===== src/rtl/cnf_load_frontend.sv =====
// cnf_load_frontend
//   Ingress stage between a host DIMACS literal stream and the solver load port.
//   Literals pass through a small FIFO. Each accepted literal is checked against the
//   solver capacity limits. The block keeps running clause/literal/max-variable counts.
//   start_solve is held back until the FIFO has drained. Any violation latches a sticky
//   error, and from then on the solver is never started.
//
// Ports
//   clk, rst_n                  clock, asynchronous active-low reset
//   in_valid/in_literal/
//   in_clause_end/in_ready      host literal stream (valid/ready)
//   host_start, host_clear      solve request pulse, synchronous flush back to LOAD
//   load_valid/load_literal/
//   load_clause_end/load_ready  registered FIFO head towards the solver (valid/ready)
//   start_solve, solver_done    one-cycle solve pulse, solver completion
//   busy, error, err_code       status (err_code: 1 zero, 2 range, 3 clause len,
//                               4 clause count, 5 literal count, 6 partial clause)
//   clause_count, lit_count,
//   max_var                     statistics of the accepted literals

module cnf_load_frontend #(
    parameter int unsigned MAX_VARS       = 256,
    parameter int unsigned MAX_CLAUSES    = 1024,
    parameter int unsigned MAX_LITS       = 8192,
    parameter int unsigned MAX_CLAUSE_LEN = 32,
    parameter int unsigned FIFO_DEPTH     = 16
) (
    input  logic                             clk,
    input  logic                             rst_n,
    input  logic                             in_valid,
    input  logic [31:0]                      in_literal,
    input  logic                             in_clause_end,
    output logic                             in_ready,
    input  logic                             host_start,
    input  logic                             host_clear,
    output logic                             load_valid,
    output logic [31:0]                      load_literal,
    output logic                             load_clause_end,
    input  logic                             load_ready,
    output logic                             start_solve,
    input  logic                             solver_done,
    output logic                             busy,
    output logic                             error,
    output logic [2:0]                       err_code,
    output logic [$clog2(MAX_CLAUSES+1)-1:0] clause_count,
    output logic [$clog2(MAX_LITS+1)-1:0]    lit_count,
    output logic [$clog2(MAX_VARS+1)-1:0]    max_var
);

    localparam int unsigned PTR_W = $clog2(FIFO_DEPTH);
    localparam int unsigned CNT_W = PTR_W + 1;
    localparam int unsigned CC_W  = $clog2(MAX_CLAUSES + 1);
    localparam int unsigned LC_W  = $clog2(MAX_LITS + 1);
    localparam int unsigned MV_W  = $clog2(MAX_VARS + 1);
    localparam int unsigned LEN_W = $clog2(MAX_CLAUSE_LEN + 1);

    localparam logic [32:0]      MaxVarsC    = 33'(MAX_VARS);
    localparam logic [LEN_W-1:0] MaxLenC     = LEN_W'(MAX_CLAUSE_LEN);
    localparam logic [CC_W-1:0]  MaxClausesC = CC_W'(MAX_CLAUSES);
    localparam logic [LC_W-1:0]  MaxLitsC    = LC_W'(MAX_LITS);
    localparam logic [CNT_W-1:0] DepthC      = CNT_W'(FIFO_DEPTH);

    localparam logic [2:0] ErrNone      = 3'd0;
    localparam logic [2:0] ErrZeroLit   = 3'd1;
    localparam logic [2:0] ErrVarRange  = 3'd2;
    localparam logic [2:0] ErrClauseLen = 3'd3;
    localparam logic [2:0] ErrClauseCnt = 3'd4;
    localparam logic [2:0] ErrLitCnt    = 3'd5;
    localparam logic [2:0] ErrPartial   = 3'd6;

    typedef enum logic [2:0] {
        StLoad,
        StDrain,
        StStart,
        StSolving,
        StDone,
        StError
    } state_e;

    state_e             state_q, state_d;
    logic [2:0]         err_code_q, err_code_d;
    logic [LEN_W-1:0]   cur_len_q, cur_len_d;
    logic [CC_W-1:0]    clause_cnt_q, clause_cnt_d;
    logic [LC_W-1:0]    lit_cnt_q, lit_cnt_d;
    logic [MV_W-1:0]    max_var_q, max_var_d;

    logic [PTR_W-1:0]   wr_ptr_q, wr_ptr_d;
    logic [PTR_W-1:0]   rd_ptr_q, rd_ptr_d;
    logic [CNT_W-1:0]   count_q, count_d;
    logic               head_vld_q, head_vld_d;
    logic [31:0]        head_lit_q, head_lit_d;
    logic               head_ce_q, head_ce_d;
    logic [32:0]        mem_q [FIFO_DEPTH];

    logic               accept;
    logic               push;
    logic               pop;
    logic [32:0]        lit_ext;
    logic [32:0]        lit_abs;
    logic [MV_W-1:0]    lit_mag;
    logic [2:0]         lit_code;
    logic [PTR_W-1:0]   head_idx;

    // Output decode, all from registered state.
    always_comb begin
        in_ready        = (state_q == StLoad) && (count_q != DepthC);
        load_valid      = head_vld_q && ((state_q == StLoad) || (state_q == StDrain));
        load_literal    = head_lit_q;
        load_clause_end = head_ce_q;
        start_solve     = (state_q == StStart);
        busy            = (state_q != StLoad);
        error           = (state_q == StError);
        err_code        = err_code_q;
        clause_count    = clause_cnt_q;
        lit_count       = lit_cnt_q;
        max_var         = max_var_q;
    end

    // Literal checks in priority order. The magnitude is taken in 33 bits so that
    // -2^31 yields +2^31 and falls out of range instead of wrapping.
    always_comb begin
        lit_ext = {in_literal[31], in_literal};
        lit_abs = in_literal[31] ? (33'd0 - lit_ext) : lit_ext;
        lit_mag = lit_abs[MV_W-1:0];
        if (in_literal == 32'd0) begin
            lit_code = ErrZeroLit;
        end else if (lit_abs > MaxVarsC) begin
            lit_code = ErrVarRange;
        end else if (cur_len_q == MaxLenC) begin
            lit_code = ErrClauseLen;
        end else if (in_clause_end && (clause_cnt_q == MaxClausesC)) begin
            lit_code = ErrClauseCnt;
        end else if (lit_cnt_q == MaxLitsC) begin
            lit_code = ErrLitCnt;
        end else begin
            lit_code = ErrNone;
        end
    end

    always_comb begin
        accept = in_valid && in_ready;
        push   = accept && (lit_code == ErrNone);
        pop    = load_valid && load_ready;
    end

    // FIFO bookkeeping. The head register only picks up entries that were already
    // stored before this edge, which gives the one-cycle first-word latency and means
    // a slot being written this cycle is never read back early.
    always_comb begin
        wr_ptr_d = push ? (wr_ptr_q + PTR_W'(1)) : wr_ptr_q;
        rd_ptr_d = pop ? (rd_ptr_q + PTR_W'(1)) : rd_ptr_q;
        count_d  = count_q;
        unique case ({push, pop})
            2'b10:   count_d = count_q + CNT_W'(1);
            2'b01:   count_d = count_q - CNT_W'(1);
            default: count_d = count_q;
        endcase
        head_idx   = pop ? (rd_ptr_q + PTR_W'(1)) : rd_ptr_q;
        head_vld_d = pop ? (count_q > CNT_W'(1)) : (count_q != '0);
        head_lit_d = mem_q[head_idx][31:0];
        head_ce_d  = mem_q[head_idx][32];
        if (host_clear) begin
            wr_ptr_d   = '0;
            rd_ptr_d   = '0;
            count_d    = '0;
            head_vld_d = 1'b0;
            head_lit_d = '0;
            head_ce_d  = 1'b0;
        end
    end

    // Control FSM and statistics counters.
    always_comb begin
        state_d      = state_q;
        err_code_d   = err_code_q;
        cur_len_d    = cur_len_q;
        clause_cnt_d = clause_cnt_q;
        lit_cnt_d    = lit_cnt_q;
        max_var_d    = max_var_q;

        unique case (state_q)
            StLoad: begin
                if (accept && (lit_code != ErrNone)) begin
                    state_d    = StError;
                    err_code_d = lit_code;
                end else if (host_start) begin
                    if (cur_len_q == '0) begin
                        state_d = StDrain;
                    end else begin
                        state_d    = StError;
                        err_code_d = ErrPartial;
                    end
                end
            end
            StDrain: begin
                if (count_q == '0) begin
                    state_d = StStart;
                end
            end
            StStart: begin
                state_d = StSolving;
            end
            StSolving: begin
                if (solver_done) begin
                    state_d = StDone;
                end
            end
            default: begin
                state_d = state_q;
            end
        endcase

        if (push) begin
            lit_cnt_d = lit_cnt_q + LC_W'(1);
            if (lit_mag > max_var_q) begin
                max_var_d = lit_mag;
            end
            if (in_clause_end) begin
                cur_len_d    = '0;
                clause_cnt_d = clause_cnt_q + CC_W'(1);
            end else begin
                cur_len_d = cur_len_q + LEN_W'(1);
            end
        end

        if (host_clear) begin
            state_d      = StLoad;
            err_code_d   = ErrNone;
            cur_len_d    = '0;
            clause_cnt_d = '0;
            lit_cnt_d    = '0;
            max_var_d    = '0;
        end
    end

    always_ff @(posedge clk or negedge rst_n) begin
        if (!rst_n) begin
            state_q      <= StLoad;
            err_code_q   <= ErrNone;
            cur_len_q    <= '0;
            clause_cnt_q <= '0;
            lit_cnt_q    <= '0;
            max_var_q    <= '0;
            wr_ptr_q     <= '0;
            rd_ptr_q     <= '0;
            count_q      <= '0;
            head_vld_q   <= 1'b0;
            head_lit_q   <= '0;
            head_ce_q    <= 1'b0;
        end else begin
            state_q      <= state_d;
            err_code_q   <= err_code_d;
            cur_len_q    <= cur_len_d;
            clause_cnt_q <= clause_cnt_d;
            lit_cnt_q    <= lit_cnt_d;
            max_var_q    <= max_var_d;
            wr_ptr_q     <= wr_ptr_d;
            rd_ptr_q     <= rd_ptr_d;
            count_q      <= count_d;
            head_vld_q   <= head_vld_d;
            head_lit_q   <= head_lit_d;
            head_ce_q    <= head_ce_d;
        end
    end

    // Storage needs no reset: occupancy is tracked by the pointers and count alone.
    always_ff @(posedge clk) begin
        if (push) begin
            mem_q[wr_ptr_q] <= {in_clause_end, in_literal};
        end
    end

endmodule


===== config.mk =====
export PLATFORM = sky130hd
export DESIGN_NAME = cnf_load_frontend
export DESIGN_NICKNAME = d
export VERILOG_FILES = /design/src/rtl/cnf_load_frontend.sv
export SDC_FILE = /design/constraint.sdc
export NUM_CORES = 1
export LEC_CHECK = 0
export CORE_MARGIN = 8
export CORE_UTILIZATION = 40
export CTS_CLUSTER_SIZE = 30
export DETAILED_ROUTE_END_ITERATION = 12
export DONT_BUFFER_PORTS = 1
export GPL_TIMING_DRIVEN = 0
export PLACE_DENSITY_LB_ADDON = 0.3
export SYNTH_ARGS = -nofsm -noshare
export SYNTH_HDL_FRONTEND = slang
export SYNTH_SLANG_ARGS = --single-unit

===== constraint.sdc =====
create_clock -name clk -period 9.7 [get_ports clk]
set_input_delay 0.97 -clock clk [delete_from_list [all_inputs] [get_ports clk]]
set_output_delay 0.97 -clock clk [all_outputs]
set_load 0.02 [all_outputs]

Yosys cells after proc, flatten, opt, wreduce, memory -nomap -nowiden
Memories as Yosys holds them, arrays and structs flattened.
Cells that the tools add are included.
{"block": "word_totals", "register_bits": 93, "latchBits": 0, "ramBits": 528, "mem_bits_ro": 0, "in_bits": 40, "word_cells": 106, "n_memories": 1}
{"memory": "mem_q", "words": 16, "word_bits": 33, "rd": 1, "rd_ports_with_merged_regs": 0, "wr": 1, "line_no": "93", "rtl": "logic [32:0] mem_q [FIFO_DEPTH];"}
{"block": "op_classes", "n_addsub": 8, "multipliers": 0, "n_div": 0, "n_lt_le_gt_ge": 3, "n_eq_ne": 14, "shifts": 0, "n_mux": 41, "bitwise_logic": 0, "n_reduce_logical": 27}
{"operator": "3-bit 2-to-1 mux", "count": 16}
{"operator": "33-bit by 9-bit greater-than comparator with 1-bit output, second input constant", "count": 1}
{"operator": "11-bit 2-to-1 mux", "count": 3}
{"operator": "33-bit 2-to-1 mux", "count": 1}
{"operator": "1-bit by 32-bit subtractor with 33-bit output, first input constant", "count": 1}
{"operator": "32-bit logical NOT", "count": 1}
{"operator": "32-bit 2-to-1 mux", "count": 1}
{"operator": "14-bit 2-to-1 mux", "count": 2}
{"operator": "9-bit 2-to-1 mux", "count": 3}
{"operator": "6-bit 2-to-1 mux", "count": 3}
{"operator": "4-bit 2-to-1 mux", "count": 4}
{"operator": "14-bit by 1-bit adder with 14-bit output, second input constant", "count": 1}
{"operator": "14-bit == test, second input constant", "count": 1}
{"operator": "3-bit case mux with 4 select lines", "count": 1}
{"operator": "3-bit nonzero test", "count": 4}
{"operator": "11-bit by 1-bit adder with 11-bit output, second input constant", "count": 1}
{"operator": "11-bit == test, second input constant", "count": 1}
{"operator": "5-bit case mux with 2 select lines", "count": 1}
{"operator": "5-bit nonzero test", "count": 2}
{"operator": "9-bit greater-than comparator", "count": 1}
{"operator": "4-bit by 1-bit adder with 4-bit output, second input constant", "count": 2}
{"operator": "2-bit nonzero test", "count": 4}
{"operator": "1-bit logical AND", "count": 7}
{"operator": "6-bit by 1-bit adder with 6-bit output, second input constant", "count": 1}
{"operator": "22 further kinds", "count": 30}

Depth between registers and ports, before layout
{"block": "logic_depth", "ltp_word": 11, "ltp_mapped": 15}

Worst setup path before layout
Ideal clock, no wire load.
{"block": "synth_path", "path_kind": "input port to flip-flop", "start": "in in_literal[5]", "end": "mem mem_q[4][0], enable pin", "setup_time_ns": 0.471, "arrival_ns": 6.230, "path_slack_ns": 2.999, "stages": 10, "path_buffers": 1, "cell_sequence": "clkbuf_1 -> or4_1 -> nor4_1 -> mux2i_1 -> nand3_1 -> nor4_1 -> or3b_2 -> nor4_2 -> nand2_1 -> nor3b_1"}
{"block": "synth_via", "elab_chain_cells": 9}
{"element": "start: declaration", "line_no": "31", "rtl": "input logic [31:0] in_literal,"}
{"element": "1-bit by 32-bit subtractor with 33-bit output", "line_no": "123", "rtl": "lit_abs = in_literal[31] ? (33'd0 - lit_ext) : lit_ext;"}
{"element": "33-bit 2-to-1 mux", "line_no": "123"}
{"element": "33-bit by 9-bit greater-than comparator with 1-bit output", "line_no": "127", "rtl": "end else if (lit_abs > MaxVarsC) begin"}
{"element": "3-bit 2-to-1 mux", "line_no": "127"}
{"element": "3-bit 2-to-1 mux (*)", "line_no": "125", "rtl": "if (in_literal == 32'd0) begin"}
{"element": "3-bit logical NOT (*)", "line_no": "142", "rtl": "push = accept && (lit_code == ErrNone);"}
{"element": "1-bit logical AND (*)", "line_no": "142"}
{"element": "1-bit 2-to-1 mux (*)", "line_no": "268", "rtl": "if (push) begin"}
{"element": "1-bit 2-to-1 mux (not written as such) (*)", "line_no": "269", "rtl": "mem_q[wr_ptr_q] <= {in_clause_end, in_literal};"}
{"element": "end: declaration", "line_no": "93"}
Mark *: on every way between the ends. The rest lies on a longest branch, timed or not.

Worst setup path after layout
{"block": "layout_path", "start": "in in_literal[4]", "end": "mem mem_q[15][1], enable pin"}
Same word-level chain as after synthesis.

==> flow_metrics.py <==
metrics = {
    "synthesis": {
        "synthCells": 2144,
        "synth_seq_cells": 621,
        "synthArstFlopShare_pct": 15.0,
        "netlist_area_um2": 26200,
        "synth_top_area_share_pct": 60.4,
        "ys_seq_area_share_pct": 69.3,
        "synthFlopType": "edfxtp_1",
        "ys_top_cells_by_area": "edfxtp_1 (60%), dfrtp_1 (8.9%), nand2_1 (8.1%), a311oi_1 (3.3%), nand3_1 (2.9%)",
        "yosys_warnings": 0,
        "synth_nets": 2208,
        "synth-edff-count": 528,
        "avgSynthCellArea_um2": 12.2,
        "post_synth_num_cell_types": 61,
        "synth.largest_area_cell": "edfxtp_1",
    },
    "routing": {
        "routed_wl_um": 75400,
        "routedWlPerCell_um": 24.0,
        "m1WireLength_um": 30700,
        "drtPass1Iterations": 5,
        "wl_met3_um": 6350,
        "wl_met2_um": 36100,
        "ant_nets": 0,
        "drtIter0Drc": 1659,
        "drc_errors": 0,
        "via_per_inst": 5.73,
        "top_layer": "met4",
        "vias": 18000,
    },
    "global_route": {
        "antenna_found_initial": 1,
        "grt_usage_pct": 19.8,
        "grt_pass1_vias": 17800,
        "grt_overflow": 0,
        "grt_pass1_wl_um": 112000,
        "grt_max_degree": 94,
    },
    "clock_network": {
        "clock_tree.root_cell": "clkbuf_16",
        "cts_hold_buf": 0,
        "cts_inserted_buffers": 67,
        "clkSinkCount": 621,
        "htreeDepth": 3,
        "tritoncts": "built",
        "post-cts-setup-buffers": 0,
        "cts_resized": 0,
        "clk_pin_slew_worst_paths_ns": 0.06,
        "cts.path.max_buffers": 3,
        "clk_latency_ns": 0.62,
    },
    "worst_setup_path": {
        "reg2reg_slack_ns": 4.26,
        "critPathKind": "in2reg",
        "cp_data_required_time_ns": 9.93,
        "cp_data_arrival_time_ns": 6.05,
        "endpoint": "mem_q[15][1]$_DFFE_PP_",
        "start_kind": "input pin",
        "worstPathMaxFanout": 33,
        "cp-end-kind": "flop",
        "r2r_cells": 12,
        "r2r-start": "state_q[1]$_DFFE_PN0P_",
        "crit_start": "in_literal[4]",
        "r2r_end": "load_literal[31]$_DFF_PN0_",
    },
    "pwr": {
        "p_int_uw": 4590,
        "p_per_area_nw_per_um2": 207,
        "switching_power_uw": 1590,
        "switching_share_pct": 25.7,
        "ir_worst_vdd_v": 0.000126,
        "comb_power_share_pct": 11.0,
        "power.leakage_uw": 0.0103,
        "clkPwrFrac_pct": 41.0,
        "power_frac_seq_pct": 48.0,
    },
    "die": {
        "ios": 115,
        "dieArea_um2": 74000,
        "initial_utilization_pct": 40.1,
        "die_h_um": 272,
        "design.core.area_um2": 65400,
        "core.rowCount": 94,
        "die-width_um": 272,
    },
    "sta": {
        "slew_headroom_pct": 24.8,
        "setup_viol": 0,
        "rsz0062_at_grt": "false",
        "skew_ns": 0.0225,
        "worst_pin_slew_ns": 1.12,
        "fmax_ghz": 0.172,
        "min_period_over_period_pct": 60.0,
        "finalHoldViolCount": 0,
        "drv_slew": 0,
        "whs_ns": 0.0503,
        "post-route-min-period_ns": 5.82,
    },
    "flow_run": {
        "maxCapViolations": 0,
    },
    "finish": {
        "layout_common_cells": "nand2_1 (564), edfxtp_1 (528), nand3_1 (153), clkbuf_1 (131), a311oi_1 (99)",
        "n_antenna_cell": 0,
        "area_delta_synth_final_pct": 13.8,
        "layout.nets": 2297,
        "final_core_util_pct": 45.7,
        "final_common_cell": "nand2_1",
        "drive_above_1_share_pct": 6.92,
    },
    "status": {
        "outcome": "completed",
    },
    "placed_design": {
        "gp_congestion": 0.848,
        "hpwl_um": 52200,
        "placement.io_buffers": 0,
    },
    "hold_path": {
        "hold_class": "in2async",
    },
}
[routing by layer]
metal	track usage, %	vias to the layer above
li1	-	8120
met1	25.4	9054
met2	32.8	711
met3	5.15	142
met4	6.42	0
met5	0	-
[metrics by stage]
stage               setup TNS [ns]  instances  area [µm²]  power [µW]  setup slack (ns)
finish                           0       3148       29900        6180              3.88
global route                     0       3148       29900        6390              3.58
CTS                              0       3148       29900        6230              3.98
detailed placement               0       3028       27700        3700              3.33
global placement            -21.94       3008       27300        3690            -0.239
floorplan                        0       2144       26200        3470              3.00
[power by group through the flow]
stage	clock (µW)	sequential, µW	combinational [µW]
2_1_floorplan	0	3020	451
3_3_place_gp	0	3030	662
3_5_place_dp	0	3030	676
4_1_cts	2570	2970	680
5_1_grt	2660	2970	752
6_report	2530	2970	682
[Yosys cell counts, types with 4 or more instances]
| cell | instances |
|---|---|
| ha_1 | 24 |
| nor2b_1 | 10 |
| dfrtp_1 | 93 |
| nand4_1 | 11 |
| o211ai_1 | 4 |
| o31ai_1 | 6 |
| a21oi_1 | 38 |
| a211o_1 | 4 |
| o21ai_0 | 22 |
| mux2_2 | 6 |
| a211oi_1 | 36 |
| edfxtp_1 | 528 |
| xnor2_1 | 23 |
| nand3_1 | 153 |
| nand2_1 | 564 |
| inv_1 | 34 |
| buf_1 | 18 |
| clkbuf_1 | 118 |
| nand2b_1 | 5 |
| o21a_1 | 4 |
| or2_2 | 4 |
| o22ai_1 | 4 |
| or4_1 | 12 |
| and2_1 | 13 |
| nor4b_1 | 8 |
| a311oi_1 | 99 |
| and4_1 | 11 |
| and3_1 | 75 |
| nor2_1 | 65 |
| xor2_1 | 7 |
| buf_2 | 4 |
| a31oi_1 | 40 |
| nor4_1 | 21 |
| nor3_1 | 17 |
| or3_1 | 9 |
| nor3b_1 | 8 |
| mux2i_1 | 12 |
[worst min path at each step]
stage / to / slack [ns]
after detailed placement: wr_ptr_q[3]$_DFFE_PN0P_ / 0.55
after floorplan: wr_ptr_q[3]$_DFFE_PN0P_ / 0.51
after global placement: wr_ptr_q[3]$_DFFE_PN0P_ / 0.53
after global routing: load_literal[4]$_DFF_PN0_ / 0.01
final: load_literal[4]$_DFF_PN0_ / 0.05
after CTS: load_literal[4]$_DFF_PN0_ / 0.02
[sequential cells by signal, summed over array words and instances, names as in the netlist]
register and flops:
load_literal 32, head_vld_q 1, wr_ptr_q 4, count_q 5, max_var 9, state_q 3, err_code 3, rd_ptr_q 4
clause_count 11, mem_q 528, lit_count 14, load_clause_end 1, cur_len_q 6
[layout make-up]
class	count	area (µm²)
Fill cell	5850	35500
Sequential cell	621	18200
Multi-Input combinational cell	1348	7430
Clock buffer	82	1760
Tap cell	864	1080
Buffer	140	531
Clock inverter	38	422
Timing Repair Buffer	20	329
Inverter	35	131
[critical path, stage by stage]
cell      delay, ns
clkbuf_1       0.21
nor4b_1        0.68
nand3_1        0.36
nor4_1         0.78
a31oi_1        0.20
o31ai_1        0.14
o211ai_1       0.47
nor4_2         0.85
buf_2          0.41
and4_2         0.92
[kinds of logic (layout without fill, tap and decap cells)]
group                      after synthesis  after routing  share of synthesized area [%]
DFF                                    621            621                           69.3
and+or+nand+nor                        999            999                           17.5
adders and majority gates               24             24                           1.14
muxes                                   18             18                          0.715
xor gates and xnor gates                30             30                           1.00
AOI/OAI and AO/OA                      277            277                           7.82
buffers and inverters                  175            315                           2.52
(Power assumes the default switching activity.)
